**src/rtl/sample_framer.sv**
```systemverilog
// Frames a fall-through FIFO sample stream into packets: one tagged header word
// carrying an 8-bit sequence number, followed by FRAME_LEN payload samples.
module sample_framer #(
  parameter int          DATASIZE    = 12,
  parameter int          FRAME_LEN   = 16,
  parameter logic [3:0]  SYNC_NIBBLE = 4'hA
) (
  input  logic                read_clk,
  input  logic                read_reset,
  input  logic                enable,
  input  logic                read_empty,
  input  logic [DATASIZE-1:0] read_data,
  output logic                read_enable,
  output logic [DATASIZE-1:0] out_data,
  output logic                out_valid,
  input  logic                out_ready,
  output logic                out_first,
  output logic                out_last,
  output logic [7:0]          seq_num
);

  typedef enum logic {IDLE, PAYLOAD} state_t;

  localparam logic [7:0] LAST_IDX = 8'(FRAME_LEN - 1);

  state_t                state, state_next;
  logic [7:0]            count;
  logic                  slot_free;
  logic                  load_header;
  logic                  load_sample;
  logic                  frame_end;
  logic [DATASIZE-1:0]   header_word;

  assign slot_free = !out_valid || out_ready;

  always_comb begin
    header_word                   = '0;
    header_word[DATASIZE-1 -: 4]  = SYNC_NIBBLE;
    header_word[7:0]              = seq_num;
  end

  // Pop only when the sample can be loaded on this same edge, so nothing is
  // ever held outside the output register.
  always_comb begin
    state_next  = state;
    load_header = 1'b0;
    load_sample = 1'b0;
    frame_end   = 1'b0;
    read_enable = 1'b0;
    if (!read_reset) begin
      case (state)
        IDLE: begin
          if (enable && !read_empty && slot_free) begin
            load_header = 1'b1;
            state_next  = PAYLOAD;
          end
        end
        PAYLOAD: begin
          if (!read_empty && slot_free) begin
            read_enable = 1'b1;
            load_sample = 1'b1;
            if (count == LAST_IDX) begin
              frame_end  = 1'b1;
              state_next = IDLE;
            end
          end
        end
        default: state_next = IDLE;
      endcase
    end
  end

  always_ff @(posedge read_clk) begin
    if (read_reset) state <= IDLE;
    else            state <= state_next;
  end

  always_ff @(posedge read_clk) begin
    if (read_reset) begin
      count     <= '0;
      seq_num   <= '0;
      out_data  <= '0;
      out_valid <= 1'b0;
      out_first <= 1'b0;
      out_last  <= 1'b0;
    end else if (load_header) begin
      out_data  <= header_word;
      out_valid <= 1'b1;
      out_first <= 1'b1;
      out_last  <= 1'b0;
    end else if (load_sample) begin
      out_data  <= read_data;
      out_valid <= 1'b1;
      out_first <= 1'b0;
      out_last  <= frame_end;
      if (frame_end) begin
        count   <= '0;
        seq_num <= seq_num + 8'd1;
      end else begin
        count   <= count + 8'd1;
      end
    end else if (out_ready) begin
      out_valid <= 1'b0;
      out_first <= 1'b0;
      out_last  <= 1'b0;
    end
  end

endmodule

```
**config.mk**
```make
export PLATFORM = sky130hd
export DESIGN_NAME = sample_framer
export DESIGN_NICKNAME = d
export VERILOG_FILES = /design/src/rtl/sample_framer.sv
export SDC_FILE = /design/constraint.sdc
export NUM_CORES = 1
export LEC_CHECK = 0
export BUFFER_PORTS_ARGS = -buffer_cell sky130_fd_sc_hd__buf_2
export CORE_ASPECT_RATIO = 1.4
export CORE_MARGIN = 4
export CORE_UTILIZATION = 53
export CTS_BUF_LIST = sky130_fd_sc_hd__clkbuf_8
export DETAILED_ROUTE_END_ITERATION = 7
export PLACE_DENSITY = 0.93
export SYNTH_ARGS = -nofsm -noshare
export SYNTH_HDL_FRONTEND = slang
export SYNTH_SLANG_ARGS = --single-unit
```
**constraint.sdc**
```tcl
create_clock -name read_clk -period 2.3 [get_ports read_clk]
set_clock_uncertainty 0.15 [all_clocks]
set_input_delay 0.46 -clock read_clk [delete_from_list [all_inputs] [get_ports read_clk]]
set_output_delay 0.46 -clock read_clk [all_outputs]
set_load 0.02 [all_outputs]
```
# Yosys cells after proc, flatten, opt, wreduce, memory -nomap -nowiden
# Index checks and enable logic that the tools add are counted.
dict set report totals {
  ff_bits 32
  latchBits 0
  ram_bits 0
  mem_bits_ro 0
  inputBits 17
  out_inout_bits 24
  word_cells 47
  memories 0
}
dict set report classes {
  n_addsub 2
  multipliers 0
  div_mod_pow 0
  magnitude_cmp 0
  n_eq_ne 1
  shifts 0
  mux 22
  bitwise 2
  reduce_logical 12
}
# operator count
set ops {}
lappend ops {{$mux W12} 2}
lappend ops {{$mux W1} 18}
lappend ops {{$add A8 B1 Y8 const B} 2}
lappend ops {{$eq A8 B4 Y1 const B} 1}
lappend ops {{$mux W8} 1}
lappend ops {{$reduce_bool A2 Y1} 2}
lappend ops {{$logic_and A1 B1 Y1} 3}
lappend ops {{$reduce_and A3 Y1} 1}
lappend ops {{$reduce_bool A3 Y1} 1}
lappend ops {{$logic_not A1 Y1} 2}
lappend ops {{$not A1 Y1} 2}
lappend ops {{$pmux W1 S2} 1}
lappend ops {{$reduce_and A2 Y1} 1}
lappend ops {{$reduce_or A2 Y1} 1}
lappend ops {{$logic_or A1 B1 Y1} 1}

# Longest topological paths before layout
# Gate-level depths: netlist of the first run.
dict set report logic_depth {
  word_depth 8
  mapped_depth 7
  ltp_nobuf 5
}

# Worst setup path before layout of the first run
# No wires, ideal clock.
dict set report synth_timing {
  path_type {input to output}
  start {input port read_reset}
  end {output port read_enable}
  arrival_time_ns 1.319
  required_time_ns 1.690
  path_slack_ns 0.371
  cell_stages 5
  path_buffers 2
  cell_sequence {nand2b_1 or3_1 buf_2 inv_1 buf_2}
}
dict set report synth_between {
  elab_chain_len 1
}
# element line
set synth_lines {}
lappend synth_lines {{start, declared} 9} ;# input logic read_reset,
lappend synth_lines {{$mux W1} 50} ;# if (!read_reset) begin
lappend synth_lines {{end, declared} 13} ;# output logic read_enable,
# Every way passes these cells.

# Worst setup path in the final report of the first run
dict set report layout_timing {
  start {register out_valid}
  end {output port read_enable}
}
dict set report layout_between {
  elab_chain_len 6
}
# element line
set layout_lines {}
lappend layout_lines {{start, declared} 15} ;# output logic out_valid,
lappend layout_lines {{start signal, assigned} 83} ;# out_valid <= 1'b0;
lappend layout_lines {{start signal, assigned} 88} ;# out_valid <= 1'b1;
lappend layout_lines {{start signal, assigned} 93} ;# out_valid <= 1'b1;
lappend layout_lines {{$logic_not A1 Y1} 34} ;# assign slot_free = !out_valid || out_ready;
lappend layout_lines {{$logic_or A1 B1 Y1} 34}
lappend layout_lines {{$logic_and A1 B1 Y1} 59} ;# if (!read_empty && slot_free) begin
lappend layout_lines {{$mux W1} 59}
lappend layout_lines {{$mux W1} 51} ;# case (state)
lappend layout_lines {{$mux W1} 50}
# Every way passes these cells.

==> results.json, run 1 <==
{
  "synth_warnings": 0,
  "core-area_um2": 2620,
  "critical_path.cell_chain": "nor2b_2 > or3_1 > inv_1 > buf_2",
  "synth-edff-count": 0,
  "grt_pass1_wl_mm": 5.88,
  "period_share_pct": 94.4,
  "fmax_mhz": 460,
  "holdWs_ns": 0.286,
  "worstSkewPairLatency_ns": 0.28,
  "ir_worst_vdd_uv": 375,
  "power_leakage_nw": 0.757,
  "cts_tree": "done",
  "grt_max_degree": 31,
  "grt_pass1_vias": 1311,
  "crit_slowest_cell": "or3_1",
  "rr_startpoint": "count[0]",
  "die_h_um": 69.6,
  "grt_overflow": 0,
  "drcViolationCount": 0,
  "crit_family": "simple AND/OR/NAND/NOR gates",
  "yosys-top-cells-area": "dfxtp_1 (45%), a21oi_1 (4.9%), nand3_1 (4.5%)",
  "fillers": 199,
  "finalHoldViolCount": 0,
  "synth-seq-cells": 32,
  "netlist_area_um2": 1440,
  "start_util_pct": 55.0,
  "syn_area_per_cell_um2": 8.82,
  "rsz0062_at_grt": "no",
  "htreeDepth": 2,
  "async_flop_share_pct": 0,
  "synth_top_family_by_area": "simple AND/OR/NAND/NOR gates",
  "worst_slew_pin_slew_ns": 0.527,
  "yosys.cell_types.count": 40,
  "status": "complete, no violations",
  "drtIter0Drc": 60,
  "cts_buffers": 5,
  "yosysTopAreaCellShare_pct": 44.6,
  "postCtsSetupBuffers": 0,
  "max_stage_delay_ns": 0.42,
  "path_max_fanout": 6,
  "cap_violations": 0,
  "cts_root_buffer": "clkbuf_8",
  "synth_seq_area_share_pct": 44.6,
  "synth_xor_area_share_pct": 3.05,
  "cts_resized": 0,
  "synth_fa_ha_area_share_pct": 1.74,
  "syn_nets": 182,
  "critical_path_class": "flop to primary output",
  "antenna_found_initial": 0,
  "final_nets": 230,
  "port_buffers": 40,
  "ctsHoldBuffers": 0,
  "cts_sinks": 32,
  "yosysTopAreaCell": "dfxtp_1",
  "required_ns": 1.69,
  "die-area_um2": 3620,
  "routed_wl_mm": 3.65,
  "gp_congestion": 0.819,
  "hp-class": "primary input to flop",
  "vias": 1397,
  "power_density_nw_per_um2": 624,
  "clkTransAtPathRegs_ns": 0.06,
  "final-setup-viol-count": 0,
  "end_kind": "primary output",
  "dpl.hpwl_mm": 2.63,
  "finalSetupTns_ns": 0,
  "row_count": 22,
  "syn2layout_area_growth_pct": 26.2,
  "io_pins": 41,
  "postRouteAntennaNets": 0,
  "firstDrtPassIters": 4,
  "synth-compound-area-share_pct": 15.3,
  "min_from": "read_data[11]",
  "track_usage_pct": 21.6,
  "final_layout_size_suffix_gt1_share_pct": 29.9,
  "maxSlewViolCount": 0,
  "max_slew_margin_pct": 64.9,
  "post-route-min-period_ns": 2.17,
  "cp.arrival_ns": 1.56,
  "die_w_um": 52.0,
  "cts_buffer_depth": 2,
  "via_per_inst": 5.66,
  "synth-main-ff-cell": "dfxtp_1",
  "detail_route.wl_per_cell_um": 14.8,
  "antenna_cells": 0,
  "startpoint_type": "flop",
  "yosys.area_share.simple_pct": 28.0,
  "crit_start": "out_valid",
  "cp_num_buf_inv": 2,
  "syn_inst": 163,
  "synthMuxAreaShare_pct": 3.74
}
## worst paths after layout
path	endpoint	slack (ns)	cells past startpoint
hold / removal	out_data[11]	0.29	3
setup / recovery	read_enable	0.13	4
setup reg to reg	seq_num[7]	0.16	5
hold reg to reg	out_data[11]	0.33	2
## stage by stage
step	worst slack (ns)	instance area (um^2)	power [mW]	cells	util, %
4_1_cts	0.125	1810	1.14	247	69.4
6_report	0.128	1810	1.13	247	69.4
3_3_place_gp	0.152	1720	0.686	240	65.7
5_1_grt	0.0437	1810	1.17	247	69.4
3_5_place_dp	0.0950	1720	0.689	240	65.7
2_1_floorplan	0.371	1440	0.646	163	-
## final cells by class
cell class,instances,area [um^2],share of cell area (%)
sequential,32,641,35.3
inverter,1,3.75,0.207
tap,36,45.0,2.48
clock buffer,7,96.3,5.31
timing repair buffer,51,283,15.6
multi-input combinational,120,746,41.1
## cell usage in the layout (no fill, tap or decap), types with 3 or more instances in the layout
cell type  synthesis  final
a31oi_1            3      3
and3_1             3      3
dfxtp_1           32     32
clkbuf_8           0      7
a21oi_1           14     14
nor3_1             4      4
a311oi_1           3      3
buf_2              5     40
xnor2_1            3      3
o31ai_1            3      3
or3_1              5      5
buf_4              1     11
nand2_1           13     13
nand4_1            4      4
nor2b_1            3      3
a22oi_1            5      5
nand3_1           13     13
nor2_1            11     11
o21ai_0            6      6
## Yosys cell counts, drive strengths merged, types with 3 or more instances
master and number:
a31oi 3, nor2b 4, mux2 3, dfxtp 32, a22oi 5, a311oi 3, clkbuf 4, buf 6
nor3 4, o31ai 3, nor2 11, and3 3, nand4 4, nand3 13, nand2 13, xnor2 3
a21oi 14, or3 5, o21ai 6
## cell families (layout without fill, tap and decap cells)
group,after synthesis,count (layout)
flops,32,32
simple gates,72,72
compound gates,36,36
xor+xnor,5,5
buf+inv,11,59
mux,5,5
fa+ha+maj,2,2
## tightest hold or removal path, cell delays in order
cell	delay [ns]
buf_2	0.10
nand2_1	0.04
a31oi_1	0.07
## report_power, final
group | switching, mW | internal (mW)
Clock | 0.189 | 0.266
Sequential | 0.00742 | 0.568
Combinational | 0.0623 | 0.0404
## routing by layer
metal | vias to the layer above | track usage, % | wire [um]
li1 | 691 | - | -
met1 | 653 | 22.6 | 1400
met2 | 47 | 37.8 | 2030
met3 | 6 | 6.02 | 185
met4 | 0 | 10.8 | 42
met5 | - | 0 | 0
## registers in the layout, indices dropped and copies added, names as in the netlist
name and flops:
out_last 1, out_first 1, seq_num 8, out_valid 1, state 1, out_data 12
count 8
Power figures use the tool's default switching activity.
==> run 2, diff against run 1 <==
==> constraint.sdc (replaced) <==
create_clock -name read_clk -period 2.3 [get_ports read_clk]
set_clock_uncertainty 0.15 [all_clocks]
set_input_delay 0.23 -clock read_clk [delete_from_list [all_inputs] [get_ports read_clk]]
set_output_delay 0.23 -clock read_clk [all_outputs]
set_load 0.02 [all_outputs]
==> run 2 against run 1 <==
Critical endpoint is now seq_num[7]. Design area down 1.0%. Non-clock buffer count down 4. Critical path depth up 1. Flip-flop and latch count unchanged. Worst setup slack better by 0.021 ns. Register-to-register slack about the same. Global-route usage down 0.59 points. Total power up 5.4%.
==> results.json, run 2 (synthesis results as in run 1) <==
{
  "status": "complete, no violations",
  "p_sw_mw": 0.272,
  "drtIter0Drc": 55,
  "layout_common_cells": "buf_2 (40), dfxtp_1 (32), a21oi_1 (14), nand3_1 (13), nand2_1 (13)",
  "internal-power_mw": 0.922,
  "grt_pass1_vias": 1286,
  "startpoint_type": "flop",
  "htreeDepth": 2,
  "row_count": 22,
  "hold_path_depth": 3,
  "die_w_um": 52.0,
  "critical_path_class": "flop to flop",
  "cts_tree": "done",
  "rsz0062_at_grt": "no",
  "largest_register_ffs": 12,
  "vias": 1419,
  "port_buffers": 40,
  "final-setup-viol-count": 0,
  "track_usage_pct": 21.0,
  "crit_family": "simple AND/OR/NAND/NOR gates",
  "min_from": "read_data[9]",
  "cp.arrival_ns": 2.18,
  "maxSlewViolCount": 0,
  "r2r_end": "seq_num[7]",
  "core-area_um2": 2620,
  "grt_pass1_wl_mm": 5.77,
  "dpl.hpwl_mm": 2.57,
  "sequentialPowerShare_pct": 48.2,
  "final_layout_size_suffix_gt1_share_pct": 28.4,
  "crit_start": "count[0]",
  "final_nets": 226,
  "cp_num_buf_inv": 0,
  "postCtsSetupBuffers": 0,
  "grt_max_degree": 31,
  "comb_power_share_pct": 8.3,
  "worst_slew_pin_slew_ns": 0.751,
  "cts_root_buffer": "clkbuf_8",
  "p_clk_share_pct": 43.6,
  "required_ns": 2.33,
  "ir_worst_vdd_uv": 814,
  "reg2reg_slack_ns": 0.15,
  "cts_buffers": 5,
  "via_per_inst": 5.82,
  "crit_slowest_cell": "dfxtp_1",
  "worstRegToRegCells": 5,
  "cts_sinks": 32,
  "power_density_nw_per_um2": 665,
  "antenna_found_initial": 0,
  "rr_startpoint": "count[0]",
  "antenna_cells": 0,
  "grt_overflow": 0,
  "path_max_fanout": 5,
  "period_share_pct": 93.5,
  "pre_cts_slack_ns": 0.188,
  "routed_wl_mm": 3.65,
  "cts_resized": 0,
  "critical_path.cell_chain": "ha_1 > nor4bb_1 > nand3_1 > nor3_1 > mux2_2",
  "hp-class": "primary input to flop",
  "largestRegisters": "out_data: 12 flops, count: 8 flops, seq_num: 8 flops",
  "detail_route.wl_per_cell_um": 15.0,
  "die-area_um2": 3620,
  "drcViolationCount": 0,
  "start_util_pct": 55.0,
  "clkTransAtPathRegs_ns": 0.06,
  "power_leakage_nw": 0.745,
  "fmax_mhz": 465,
  "ctsHoldBuffers": 0,
  "post-route-min-period_ns": 2.15,
  "p_sw_share_pct": 22.8,
  "gp_congestion": 0.834,
  "worstSkewPairLatency_ns": 0.29,
  "layout_commonest_cell": "buf_2",
  "die_h_um": 69.6,
  "setup_slack_ns": 0.149,
  "finalSetupTns_ns": 0,
  "postRouteAntennaNets": 0,
  "largest_register": "out_data",
  "finalHoldViolCount": 0,
  "io_pins": 41,
  "cap_violations": 0,
  "end_kind": "flop",
  "max_stage_delay_ns": 0.41,
  "syn2layout_area_growth_pct": 24.9,
  "cts_buffer_depth": 2,
  "hold_end": "out_data[9]",
  "firstDrtPassIters": 4,
  "max_slew_margin_pct": 49.8
}
[run 2: changes by cell type in the layout (fill, tap and decap cells not counted), sizes merged]
cell,change
clkinv,+1
inv,+1
bufinv,+1
buf,-4
clkbuf,-2
[run 2: layer usage]
layer	vias to the layer above	global-route usage [%]	wire length, um	part of all wire, %
li1	684	-	-	-
met1	668	23.8	1420	39
met2	57	35.1	1890	52
met3	10	6.67	260	7.1
met4	0	8.75	74	2.0
met5	-	0	0	0
[run 2: stage by stage]
step	std cells	cell area, um^2	util [%]	power [mW]	hold slack (ns)
2_1_floorplan	163	1440	-	0.646	0.242
3_3_place_gp	236	1690	64.5	0.682	0.301
3_5_place_dp	236	1690	64.5	0.686	0.309
4_1_cts	244	1800	68.7	1.20	0.0479
5_1_grt	244	1800	68.7	1.23	0.0570
6_report	244	1800	68.7	1.19	0.0472
[run 2: tightest hold or removal path: cells and delay by family]
| kind | cells | cell delay (ns) |
|---|---|---|
| AO/OA/AOI/OAI | 1 | 0.07 |
| buffers and inverters | 1 | 0.10 |
| AND/OR/NAND/NOR | 1 | 0.04 |
[run 2: worst max path at each step]
stage | to | cells past startpoint
global placement | seq_num[7] | 5
global route | read_enable | 5
floorplan | seq_num[5] | 5
detailed placement | seq_num[7] | 5
finish | seq_num[7] | 5
CTS | read_enable | 5
[run 2: area by class of cell]
type / count / area [um^2]
Timing Repair Buffer: 47 / 253
Fill cell: 200 / 820
Clock buffer: 5 / 68.8
Clock inverter: 3 / 38.8
Multi-Input combinational cell: 120 / 746
Inverter: 1 / 3.75
Sequential cell: 32 / 641
Tap cell: 36 / 45.0
[run 2: power groups by stage]
stage | Sequential [mW] | Combinational, mW | Clock, mW
global placement | 0.587 | 0.0950 | 0
global route | 0.577 | 0.106 | 0.544
floorplan | 0.601 | 0.0447 | 0
finish | 0.575 | 0.0986 | 0.520
CTS | 0.575 | 0.0987 | 0.525
detailed placement | 0.588 | 0.0981 | 0
==> run 3, diff against run 2 <==
==> constraint.sdc (replaced) <==
create_clock -name read_clk -period 2.4 [get_ports read_clk]
set_clock_uncertainty 0.15 [all_clocks]
set_input_delay 0.24 -clock read_clk [delete_from_list [all_inputs] [get_ports read_clk]]
set_output_delay 0.24 -clock read_clk [all_outputs]
set_load 0.02 [all_outputs]
==> run 3 against run 2 <==
Count of clock-buffer cells in the layout unchanged. First-iteration DRC count increased by 69%. Global-route usage increased by 1.5 points. Design area decreased by 2.5%. Clock power decreased by 28%. Via count increased by 0.56%. Critical endpoint is now read_enable.
==> results.json, run 3 (synthesis results as in run 1) <==
{
  "finalSetupTns_ns": 0,
  "fmax_mhz": 453,
  "finalHoldViolCount": 0,
  "cts_buffer_depth": 2,
  "hp-class": "primary input to flop",
  "grt_pass1_vias": 1394,
  "grt_overflow": 0,
  "comb_power_share_pct": 9.2,
  "status": "complete, no violations",
  "track_usage_pct": 22.6,
  "htreeDepth": 2,
  "port_buffers": 40,
  "p_clk_share_pct": 36.7,
  "cts_buffers": 5,
  "power_leakage_nw": 0.722,
  "multi_input_area_um2": 746,
  "critical_path.cell_chain": "nor2b_2 > or3_1 > inv_1 > buf_4 > buf_2",
  "clkTransAtPathRegs_ns": 0.06,
  "final-setup-viol-count": 0,
  "hold_path_depth": 3,
  "startpoint_type": "flop",
  "max_slew_margin_pct": 50.1,
  "syn2layout_area_growth_pct": 21.8,
  "die_h_um": 69.6,
  "cts_sinks": 32,
  "layout_commonest_cell": "buf_2",
  "p_sw_mw": 0.249,
  "path_max_fanout": 13,
  "die_w_um": 52.0,
  "maxSlewViolCount": 0,
  "grt_pass1_wl_mm": 6.22,
  "seqCellArea_um2": 641,
  "postRouteAntennaNets": 0,
  "worstRegToRegCells": 5,
  "via_per_inst": 5.92,
  "worstSkewPairLatency_ns": 0.29,
  "post-route-min-period_ns": 2.21,
  "required_ns": 2.01,
  "worst_slew_pin_slew_ns": 0.747,
  "cts_root_buffer": "clkbuf_8",
  "largest_register": "out_data",
  "largestRegisters": "out_data: 12 flops, count: 8 flops, seq_num: 8 flops",
  "start_util_pct": 55.0,
  "antenna_cells": 0,
  "antenna_found_initial": 0,
  "core-area_um2": 2620,
  "cts_resized": 0,
  "period_share_pct": 92.0,
  "p_sw_share_pct": 24.4,
  "largest_register_ffs": 12,
  "vias": 1427,
  "postCtsSetupBuffers": 0,
  "detail_route.wl_per_cell_um": 15.4,
  "row_count": 22,
  "final_nets": 224,
  "cts_tree": "done",
  "firstDrtPassIters": 4,
  "ctsHoldBuffers": 0,
  "drcViolationCount": 0,
  "die-area_um2": 3620,
  "power_density_nw_per_um2": 583,
  "cp.arrival_ns": 1.82,
  "power.total_mw": 1.02,
  "layout_common_cells": "buf_2 (40), dfxtp_1 (32), a21oi_1 (14), nand3_1 (13), nand2_1 (13)",
  "routed_wl_mm": 3.72,
  "sequentialPowerShare_pct": 54.1,
  "grt_max_degree": 31,
  "cap_violations": 0,
  "io_pins": 41,
  "critical_path_class": "flop to primary output",
  "dpl.hpwl_mm": 2.66,
  "fillers": 225,
  "max_stage_delay_ns": 0.53,
  "internal-power_mw": 0.772,
  "ir_worst_vdd_uv": 447,
  "final_layout_size_suffix_gt1_share_pct": 27.3,
  "gp_congestion": 0.896,
  "drtIter0Drc": 93,
  "rsz0062_at_grt": "no",
  "end_kind": "primary output",
  "crit_slowest_cell": "or3_1"
}
run 3: cell count changes in the layout (fill, tap and decap cells not counted), sizes merged:
cell and change:
bufinv -1, buf -2
run 3: cell type report:
class,instances,share of cell area [%]
flip-flops and latches,32,36.6
repair buffers,45,13.6
clock buffers,5,3.93
well taps,36,2.57
inverters,1,0.214
clock inverters,2,0.500
multi-input cells,120,42.6
run 3: metrics by stage:
step / instance area (um^2) / util, % / setup slack (ns) / hold slack, ns / instances
final: 1750 / 66.9 / 0.193 / 0.0790 / 241
after CTS: 1750 / 66.9 / 0.200 / 0.0808 / 241
after global routing: 1750 / 66.9 / 0.0136 / 0.0886 / 241
after floorplan: 1440 / - / 0.489 / 0.252 / 163
after detailed placement: 1670 / 64.0 / 0.295 / 0.306 / 234
after global placement: 1670 / 64.0 / 0.389 / 0.301 / 234
run 3: worst max-delay path: cells and delay by family (launching register included):
family | cells | cell delay [ns]
buf+inv | 3 | 0.50
simple gates | 2 | 0.71
flops | 1 | 0.31
run 3: path summary, 6_finish.rpt:
check                             startpoint  slack, ns          end
worst max-delay path               out_valid       0.19  read_enable
worst min-delay path            read_data[9]       0.08  out_data[9]
worst max register to register      count[0]       0.26   seq_num[7]
worst min register to register   out_data[2]       0.32  out_data[2]
run 3: power groups by stage:
stage               registers [mW]  clock network (mW)  logic [mW]
global route                 0.554               0.403       0.104
CTS                          0.552               0.380      0.0940
floorplan                    0.576                   0      0.0428
global placement             0.563                   0      0.0912
detailed placement           0.564                   0      0.0932
finish                       0.552               0.374      0.0941
run 3: layer usage:
| layer | vias up | wire length [um] | global-route usage, % |
|---|---|---|---|
| met4 | 0 | 138 | 13.4 |
| met2 | 53 | 1960 | 37.2 |
| li1 | 682 | - | - |
| met1 | 675 | 1350 | 24.5 |
| met5 | - | 0 | 0 |
| met3 | 17 | 261 | 6.67 |
